**src/rtl/ram_arbiter.sv**
```systemverilog
// Two-port arbiter in front of a single-port synchronous RAM: req/ack handshake,
// round-robin or fixed priority with a bounded wait for port 1.
module ram_arbiter #(
  parameter int ADDR_W   = 9,
  parameter int DATA_W   = 32,
  parameter bit RR       = 1'b1,
  parameter int MAX_WAIT = 4
) (
  input  logic              clk,
  input  logic              reset,
  input  logic              req0,
  input  logic              we0,
  input  logic [ADDR_W-1:0] addr0,
  input  logic [DATA_W-1:0] wdata0,
  output logic              ack0,
  output logic [DATA_W-1:0] rdata0,
  input  logic              req1,
  input  logic              we1,
  input  logic [ADDR_W-1:0] addr1,
  input  logic [DATA_W-1:0] wdata1,
  output logic              ack1,
  output logic [DATA_W-1:0] rdata1,
  output logic [ADDR_W-1:0] ram_addr,
  output logic [DATA_W-1:0] ram_wdata,
  output logic              ram_we,
  input  logic [DATA_W-1:0] ram_rdata,
  output logic              busy,
  output logic              owner
);

  localparam int WCNT_W = $clog2(MAX_WAIT + 1);

  typedef enum logic [1:0] {IDLE, ISSUE, READ, DONE} state_t;

  state_t            state, state_nxt;
  logic [WCNT_W-1:0] wait_cnt;
  logic              grant_vld;
  logic              grant_port;

  always_ff @(posedge clk or posedge reset) begin
    if (reset) state <= IDLE;
    else       state <= state_nxt;
  end

  always_comb begin
    grant_vld  = req0 | req1;
    grant_port = req1;
    if (req0 && req1) begin
      if (RR) grant_port = ~owner;
      else    grant_port = (wait_cnt == WCNT_W'(MAX_WAIT));
    end
    state_nxt = state;
    case (state)
      IDLE:    if (grant_vld) state_nxt = ISSUE;
      ISSUE:   state_nxt = ram_we ? DONE : READ;
      READ:    state_nxt = DONE;
      DONE:    state_nxt = IDLE;
      default: state_nxt = IDLE;
    endcase
  end

  assign busy = (state != IDLE);

  // Requester inputs are sampled only on the grant edge; owner then steers
  // the read-data latch and the ack for the rest of the transaction.
  always_ff @(posedge clk or posedge reset) begin
    if (reset) begin
      ack0      <= 1'b0;
      ack1      <= 1'b0;
      rdata0    <= '0;
      rdata1    <= '0;
      ram_addr  <= '0;
      ram_wdata <= '0;
      ram_we    <= 1'b0;
      owner     <= 1'b1;
      wait_cnt  <= '0;
    end else begin
      ack0 <= 1'b0;
      ack1 <= 1'b0;
      case (state)
        IDLE: begin
          if (grant_vld) begin
            owner     <= grant_port;
            ram_addr  <= grant_port ? addr1 : addr0;
            ram_wdata <= grant_port ? wdata1 : wdata0;
            ram_we    <= grant_port ? we1 : we0;
          end
          if (!RR) begin
            if (!req1 || (grant_vld && grant_port))
              wait_cnt <= '0;
            else if (wait_cnt != WCNT_W'(MAX_WAIT))
              wait_cnt <= wait_cnt + WCNT_W'(1);
          end
        end
        ISSUE: ram_we <= 1'b0;
        READ: begin
          if (owner) rdata1 <= ram_rdata;
          else       rdata0 <= ram_rdata;
        end
        default: ;
      endcase
      if (state_nxt == DONE) begin
        ack0 <= ~owner;
        ack1 <= owner;
      end
    end
  end

endmodule

```
**config.mk**
```make
export PLATFORM = sky130hd
export DESIGN_NAME = ram_arbiter
export DESIGN_NICKNAME = d
export VERILOG_FILES = /design/src/rtl/ram_arbiter.sv
export SDC_FILE = /design/constraint.sdc
export NUM_CORES = 1
export LEC_CHECK = 0
export BUFFER_PORTS_ARGS = -buffer_cell sky130_fd_sc_hd__buf_2
export CAP_MARGIN = 5
export CORE_UTILIZATION = 25
export DETAILED_ROUTE_END_ITERATION = 12
export PLACE_DENSITY_LB_ADDON = 0.25
export SLEW_MARGIN = 20
export SYNTH_ARGS = -nofsm -noshare
export SYNTH_HDL_FRONTEND = slang
export SYNTH_SLANG_ARGS = --single-unit
```
**constraint.sdc**
```tcl
create_clock -name clk -period 3.6 [get_ports clk]
set_clock_uncertainty 0.1 [all_clocks]
set_input_delay 0.72 -clock clk [delete_from_list [all_inputs] [get_ports clk]]
set_output_delay 0.72 -clock clk [all_outputs]
set_load 0.02 [all_outputs]
```
; Word-level counts from Yosys, hierarchy flattened
; Index checks and enable logic that the tools add are counted.
[op_classes]
n_eq_ne = 5
n_mux = 11
n_bitwise = 2
reduce_logical = 8
[op_table]
columns = cell, n
row1 = $mux W32, 1
row2 = $mux W9, 1
row3 = $pmux W2 S4, 1
row4 = $reduce_and A2 Y1, 4
row5 = $eq A2 B2 Y1 const B, 3
row6 = $mux W1, 6
row7 = $reduce_bool A2 Y1, 2
row8 = $eq A2 B1 Y1 const B, 1
row9 = $logic_not A2 Y1, 1
row10 = $mux W2, 1
row11 = $ne A2 B2 Y1 const B, 1
row12 = $pmux W1 S2, 1
row13 = $logic_and A1 B1 Y1, 1
row14 = $not A1 Y1, 1
row15 = $or A1 B1 Y1, 1
[totals]
ff_bits = 111
in_bits = 120
output_inout_bits = 110
wordCells = 35

; Logic depth before layout (Yosys ltp)
; Gate-level depths: netlist of the first run.
[depth]
word_depth = 5
mapped_depth = 7
depth_no_buf = 5

; Worst setup path before layout of the first run
; No wires, ideal clock.
[synth_timing]
kind = register -> output
start = register state[0]
end = output busy
t_arrival_ps = 811
t_required_ps = 2780
path_slack_ps = 1969
path_stages_with_launch = 4
n_path_buf = 0
path_cell_list = dfrtp_1 > inv_1 > ha_1 > inv_1
[synth_between]
elab_chain_len = 1
[synth_lines]
columns = element, line_no
row1 = "start, declared", 35  ; state_t state, state_nxt;
row2 = "start signal, assigned", 42  ; else state <= state_nxt;
row3 = $reduce_bool A2 Y1, 62  ; assign busy = (state != IDLE);
row4 = "end, declared", 27  ; output logic busy,
; No other way between the ends.

; Final worst setup path of the first run
; Same ends and word-level chain as after synthesis.

==> results of run 1 <==
==> cell families (layout without fill, tap and decap cells) <==
logic type / count (synthesis) / after routing / share of synthesized area (%)
flops: 111 / 111 / 59.1
fa+ha+maj: 4 / 4 / 1.06
compound gates: 48 / 48 / 5.45
buf+inv: 25 / 254 / 5.69
simple gates: 48 / 48 / 4.15
mux: 106 / 106 / 24.6
==> sequential cells by signal (all words and copies together) (netlist names) <==
name / count
ack0: 1
rdata1: 32
ack1: 1
ram_we: 1
owner: 1
ram_addr: 9
rdata0: 32
state: 2
ram_wdata: 32
==> worst paths after layout <==
kind,start,to,cells past startpoint
setup / recovery,state[0],busy,4
hold / removal,ram_addr[5],ram_addr[5],2
setup reg to reg,state[0],rdata0[17],4
hold reg to reg,ram_addr[5],ram_addr[5],2
max in group asynchronous,reset,rdata1[15],3
min in group asynchronous,reset,rdata0[7],2
==> worst max-delay path, cell delays in order (launching register included) <==
cell	delay (ns)
dfrtp_1	0.41
inv_1	0.11
ha_1	0.30
inv_1	0.08
buf_2	0.17
==> layout make-up <==
class,count,area [sq um],share of cell area (%)
sequential,111,2780,44.1
multi-input combinational,206,1680,26.6
timing repair buffer,234,1220,19.4
tap,229,287,4.55
clock buffer,11,253,4.01
clock inverter,5,63.8,1.01
inverter,4,18.8,0.298
==> routing by layer <==
layer  vias to the layer above  part of all wire [%]  GRT usage, %
met5                         -                     0             0
met4                         0                   1.0          4.04
met2                       154                    47          20.1
met1                      1634                    44          14.3
met3                         8                   8.1          4.14
li1                       1629                     -             -
==> metrics by stage <==
step	power [mW]	hold slack, ns	utilization, %
floorplan	4.20	0.479	-
detailed placement	5.11	0.371	32.8
global route	6.49	0.410	34.6
global placement	5.02	0.366	32.8
CTS	6.19	0.388	34.6
finish	6.07	0.384	34.6
==> power by group through the flow <==
stage | sequential, mW | clock, mW | combinational (mW)
6_report | 2.19 | 1.05 | 2.83
5_1_grt | 2.28 | 1.15 | 3.06
4_1_cts | 2.20 | 1.10 | 2.89
3_5_place_dp | 2.22 | 0 | 2.89
3_3_place_gp | 2.20 | 0 | 2.82
2_1_floorplan | 2.96 | 0 | 1.24
==> cell usage in the layout, fill, tap and decap left out, types with 2 or more instances in the layout <==
cell,Yosys,final
o21ai_1,40,40
buf_4,3,2
mux2_4,4,4
nand2_1,42,42
ha_1,4,4
a21oi_1,2,2
clkbuf_16,0,9
dfrtp_1,110,110
clkbuf_8,5,2
buf_2,0,229
mux2i_1,42,42
buf_12,4,3
mux2_2,60,60
inv_1,4,3
==> results.py, run 1 <==
metrics = {
    "die": {
        "die_area_sq_um": 19400,
        "core_sq_um": 18200,
        "row_count": 49,
        "die_h_microns": 139,
        "io_pins": 230,
        "start_util_pct": 25.8,
        "fp.dieW_microns": 139,
    },
    "sta": {
        "rsz0062_at_grt": "no",
        "finalMaxSlewViolations": 0,
        "max_freq_ghz": 0.447,
        "relSlewSlack_pct": 37.0,
        "worst_slew_pin_slew_ns": 0.945,
        "setup_tns_ns": 0,
        "finalCritPeriodShare_pct": 62.1,
        "layout_min_cycle_time_ns": 2.23,
        "finalWorstSetupSlack_ns": 1.37,
        "final-hold-violation-count": 0,
        "finalSetupViolCount": 0,
    },
    "pwr": {
        "leakagePower_nw": 3.17,
        "p_int_mw": 3.62,
        "seqPwrFrac_pct": 36.1,
        "swShare_pct": 40.4,
        "pwr-share-comb_pct": 46.6,
        "p_per_area_nw_per_um2": 965,
        "ir_worst_vdd_mv": 0.275,
        "switchingPower_mw": 2.45,
        "p_clk_share_pct": 17.3,
    },
    "finish": {
        "layout-drive-gt1-share_pct": 55.9,
        "fillers": 1851,
        "final_cells": 800,
        "n_antenna_cell": 0,
        "finish.instance_area_sq_um": 6300,
        "areaGrowthSynthToFinish_pct": 33.9,
        "fin_nets": 690,
    },
    "place": {
        "gp_congestion": 0.717,
        "post_dp_cell_area_sq_um": 5980,
        "dp_slack_ns": 1.24,
        "dp_hpwl_mm": 8.41,
        "placed_cells": 784,
        "io_buffers": 229,
    },
    "detailed_routing": {
        "drc": 17,
        "totalWireLength_mm": 11.3,
        "drtIter0Drc": 174,
        "avgRoutedWirePerCell_microns": 14.1,
        "drtPass1Iterations": 8,
        "via_per_inst": 4.28,
        "vias": 3425,
        "ant_nets": 0,
    },
    "min_path": {
        "min-delay-path-class": "flip-flop to flip-flop",
    },
    "yosys": {
        "synth.avg_cell_area_sq_um": 13.8,
        "yosysMostFrequentCell": "dfrtp_1",
        "syn-num-nets": 466,
        "synth_largest_type_area_fraction_pct": 58.5,
        "yosysTopAreaCell": "dfrtp_1",
        "yosys_most_used_dff": "dfrtp_1",
        "ys_top_cells_by_count": "110 x dfrtp_1, 60 x mux2_2, 42 x mux2i_1, 42 x nand2_1, 40 x o21ai_1",
        "synth_area_leaders": "dfrtp_1 59%, mux2_2 14%, mux2i_1 8.9%",
        "synthCells": 342,
        "seq_area_frac_synth_pct": 59.1,
        "synthArstFlopShare_pct": 100,
        "yosys_warnings": 0,
        "synth_edf_count": 0,
        "netlist_area_sq_um": 4700,
        "synth_seq_cells": 111,
        "yosysUniqueCellTypes": 27,
    },
    "run": {
        "maxCapViolCount": 0,
    },
    "global_route": {
        "grt_pass1_wl_mm": 18.4,
        "grt_start_max_net_pins": 58,
        "grt_overflow_total": 0,
        "grt_usage_pct": 12.0,
        "grt_antenna_before_repair": 0,
        "grt_pass1_vias": 3649,
    },
    "critical_path": {
        "cp-end-kind": "output pin",
        "required_ns": 2.78,
        "r2r_slack_ns": 1.52,
        "cp.arrival_ns": 1.41,
        "cp_max_fo": 5,
        "crit_type": "flip-flop to output pin",
        "cp-start-kind": "flip-flop",
    },
    "status": {
        "violations": "DRC",
        "status": "finished with violations",
    },
    "clocking": {
        "cts_setup_buffers": 0,
        "numCtsBuffers": 9,
        "cts.path.max_buffers": 2,
        "clk_latency_ns": 0.35,
        "cts_sinks": 111,
        "ctsHoldBuffers": 0,
        "cts.repair.resized": 0,
        "clock-root-buffer": "clkbuf_16",
        "path_clk_slew_ns": 0.07,
        "cts_tree": "yes",
        "cts-htree-levels": 3,
    },
}
(Power assumes the default switching activity.)
==> run 2, diff against run 1 <==
==> constraint.sdc (replaced) <==
create_clock -name clk -period 2.3 [get_ports clk]
set_clock_uncertainty 0.1 [all_clocks]
set_input_delay 0.46 -clock clk [delete_from_list [all_inputs] [get_ports clk]]
set_output_delay 0.46 -clock clk [all_outputs]
set_load 0.02 [all_outputs]
==> results.py, run 2 (same netlist as run 1, synthesis figures left out) <==
metrics = {
    "status": {
        "status": "finished with violations",
        "violations": "DRC",
    },
    "clocking": {
        "clock-root-buffer": "clkbuf_16",
        "ctsHoldBuffers": 1,
        "cts_tree": "yes",
        "numCtsBuffers": 9,
        "path_clk_slew_ns": 0.07,
        "cts.repair.resized": 0,
        "cts-htree-levels": 3,
        "cts_sinks": 111,
        "cts_setup_buffers": 0,
        "cts.path.max_buffers": 2,
        "clk_latency_ns": 0.34,
    },
    "sta": {
        "layout_min_cycle_time_ns": 1.94,
        "setup_tns_ns": 0,
        "max_freq_ghz": 0.516,
        "rsz0062_at_grt": "no",
        "finalCritPeriodShare_pct": 84.2,
        "whs_ns": 0.258,
        "final-hold-violation-count": 0,
        "worst_slew_pin_slew_ns": 0.622,
        "finalSetupViolCount": 0,
        "finalMaxSlewViolations": 0,
        "relSlewSlack_pct": 58.4,
    },
    "detailed_routing": {
        "vias": 3361,
        "avgRoutedWirePerCell_microns": 13.5,
        "via_per_inst": 4.19,
        "drc": 17,
        "drtPass1Iterations": 11,
        "ant_nets": 0,
        "drtIter0Drc": 111,
        "totalWireLength_mm": 10.8,
    },
    "finish": {
        "largest_registers": "ram_wdata: 32 flops, rdata0: 32 flops, rdata1: 32 flops",
        "n_antenna_cell": 0,
        "layout_commonest_cell": "buf_2",
        "final_cells": 803,
        "finish.instance_area_sq_um": 6330,
        "fillers": 1838,
        "layout-drive-gt1-share_pct": 55.7,
        "fin_nets": 693,
        "final_cell_mix": "229 x buf_2, 110 x dfrtp_1, 60 x mux2_2, 42 x mux2i_1, 42 x nand2_1",
        "areaGrowthSynthToFinish_pct": 34.5,
    },
    "die": {
        "row_count": 49,
        "io_pins": 230,
        "start_util_pct": 25.8,
        "die_h_microns": 139,
        "die_area_sq_um": 19400,
        "core_sq_um": 18200,
        "fp.dieW_microns": 139,
    },
    "pwr": {
        "seqPwrFrac_pct": 36.7,
        "swShare_pct": 40.6,
        "p_per_area_nw_per_um2": 1480,
        "switchingPower_mw": 3.80,
        "leakagePower_nw": 3.19,
        "ir_worst_vdd_mv": 0.432,
        "p_int_mw": 5.57,
        "p_clk_share_pct": 15.8,
        "pwr-share-comb_pct": 47.5,
    },
    "global_route": {
        "grt_pass1_vias": 3429,
        "grt_antenna_before_repair": 0,
        "grt_pass1_wl_mm": 17.5,
        "grt_start_max_net_pins": 60,
        "grt_overflow_total": 0,
        "grt_usage_pct": 11.5,
    },
    "min_path": {
        "min-delay-path-class": "input pin to flip-flop",
    },
    "critical_path": {
        "cp-start-kind": "flip-flop",
        "cp_max_fo": 5,
        "required_ns": 1.74,
        "cp-end-kind": "output pin",
        "cp.arrival_ns": 1.38,
        "crit_type": "flip-flop to output pin",
    },
    "place": {
        "io_buffers": 229,
        "post_dp_cell_area_sq_um": 6030,
        "gp_congestion": 0.706,
        "placed_cells": 786,
        "dp_hpwl_mm": 8.19,
    },
    "run": {
        "maxCapViolCount": 0,
    },
}
run 2: metrics by stage:
step / total power, mW / utilization (%) / worst slack (ns)
2_1_floorplan: 6.57 / - / 0.397
3_3_place_gp: 7.91 / 33.1 / 0.472
3_5_place_dp: 8.01 / 33.1 / 0.431
4_1_cts: 9.55 / 34.7 / 0.328
5_1_grt: 10.1 / 34.7 / 0.256
6_report: 9.37 / 34.7 / 0.364
run 2: path summary, 6_finish.rpt:
check | startpoint | to | slack, ns | cells past startpoint
worst max-delay path | state[0] | busy | 0.36 | 4
worst min-delay path | ram_rdata[21] | rdata0[21] | 0.26 | 2
worst max register to register | owner | rdata0[9] | 0.44 | 3
worst min register to register | ram_wdata[29] | ram_wdata[29] | 0.39 | 2
max in group asynchronous | reset | ram_wdata[28] | 1.00 | 4
min in group asynchronous | reset | rdata1[7] | 0.51 | 3
run 2: layer usage:
layer / track usage, % / routed length, microns / vias to the layer above
li1: - / - / 1638
met4: 3.68 / 108 / 0
met3: 3.97 / 975 / 7
met5: 0 / 0 / -
met1: 14.9 / 4840 / 1568
met2: 17.9 / 4880 / 148
run 2: area by class of cell:
type,count,area [sq um],share of cell area (%)
inverters,4,18.8,0.297
multi-input cells,206,1680,26.5
clock inverters,5,40.0,0.633
clock buffers,11,243,3.84
repair buffers,237,1280,20.3
well taps,229,287,4.53
flip-flops and latches,111,2780,43.9
run 2: power groups by stage:
stage	Combinational [mW]	Clock, mW	Sequential (mW)
after floorplan	1.94	0	4.64
after global placement	4.45	0	3.46
final	4.46	1.48	3.44
after detailed placement	4.54	0	3.47
after global routing	4.83	1.65	3.57
after CTS	4.54	1.56	3.45
run 2: worst max-delay path, stage by stage (launching register included):
cell and delay [ns]:
dfrtp_1 0.40, inv_1 0.11, ha_1 0.30, inv_1 0.06, buf_2 0.17
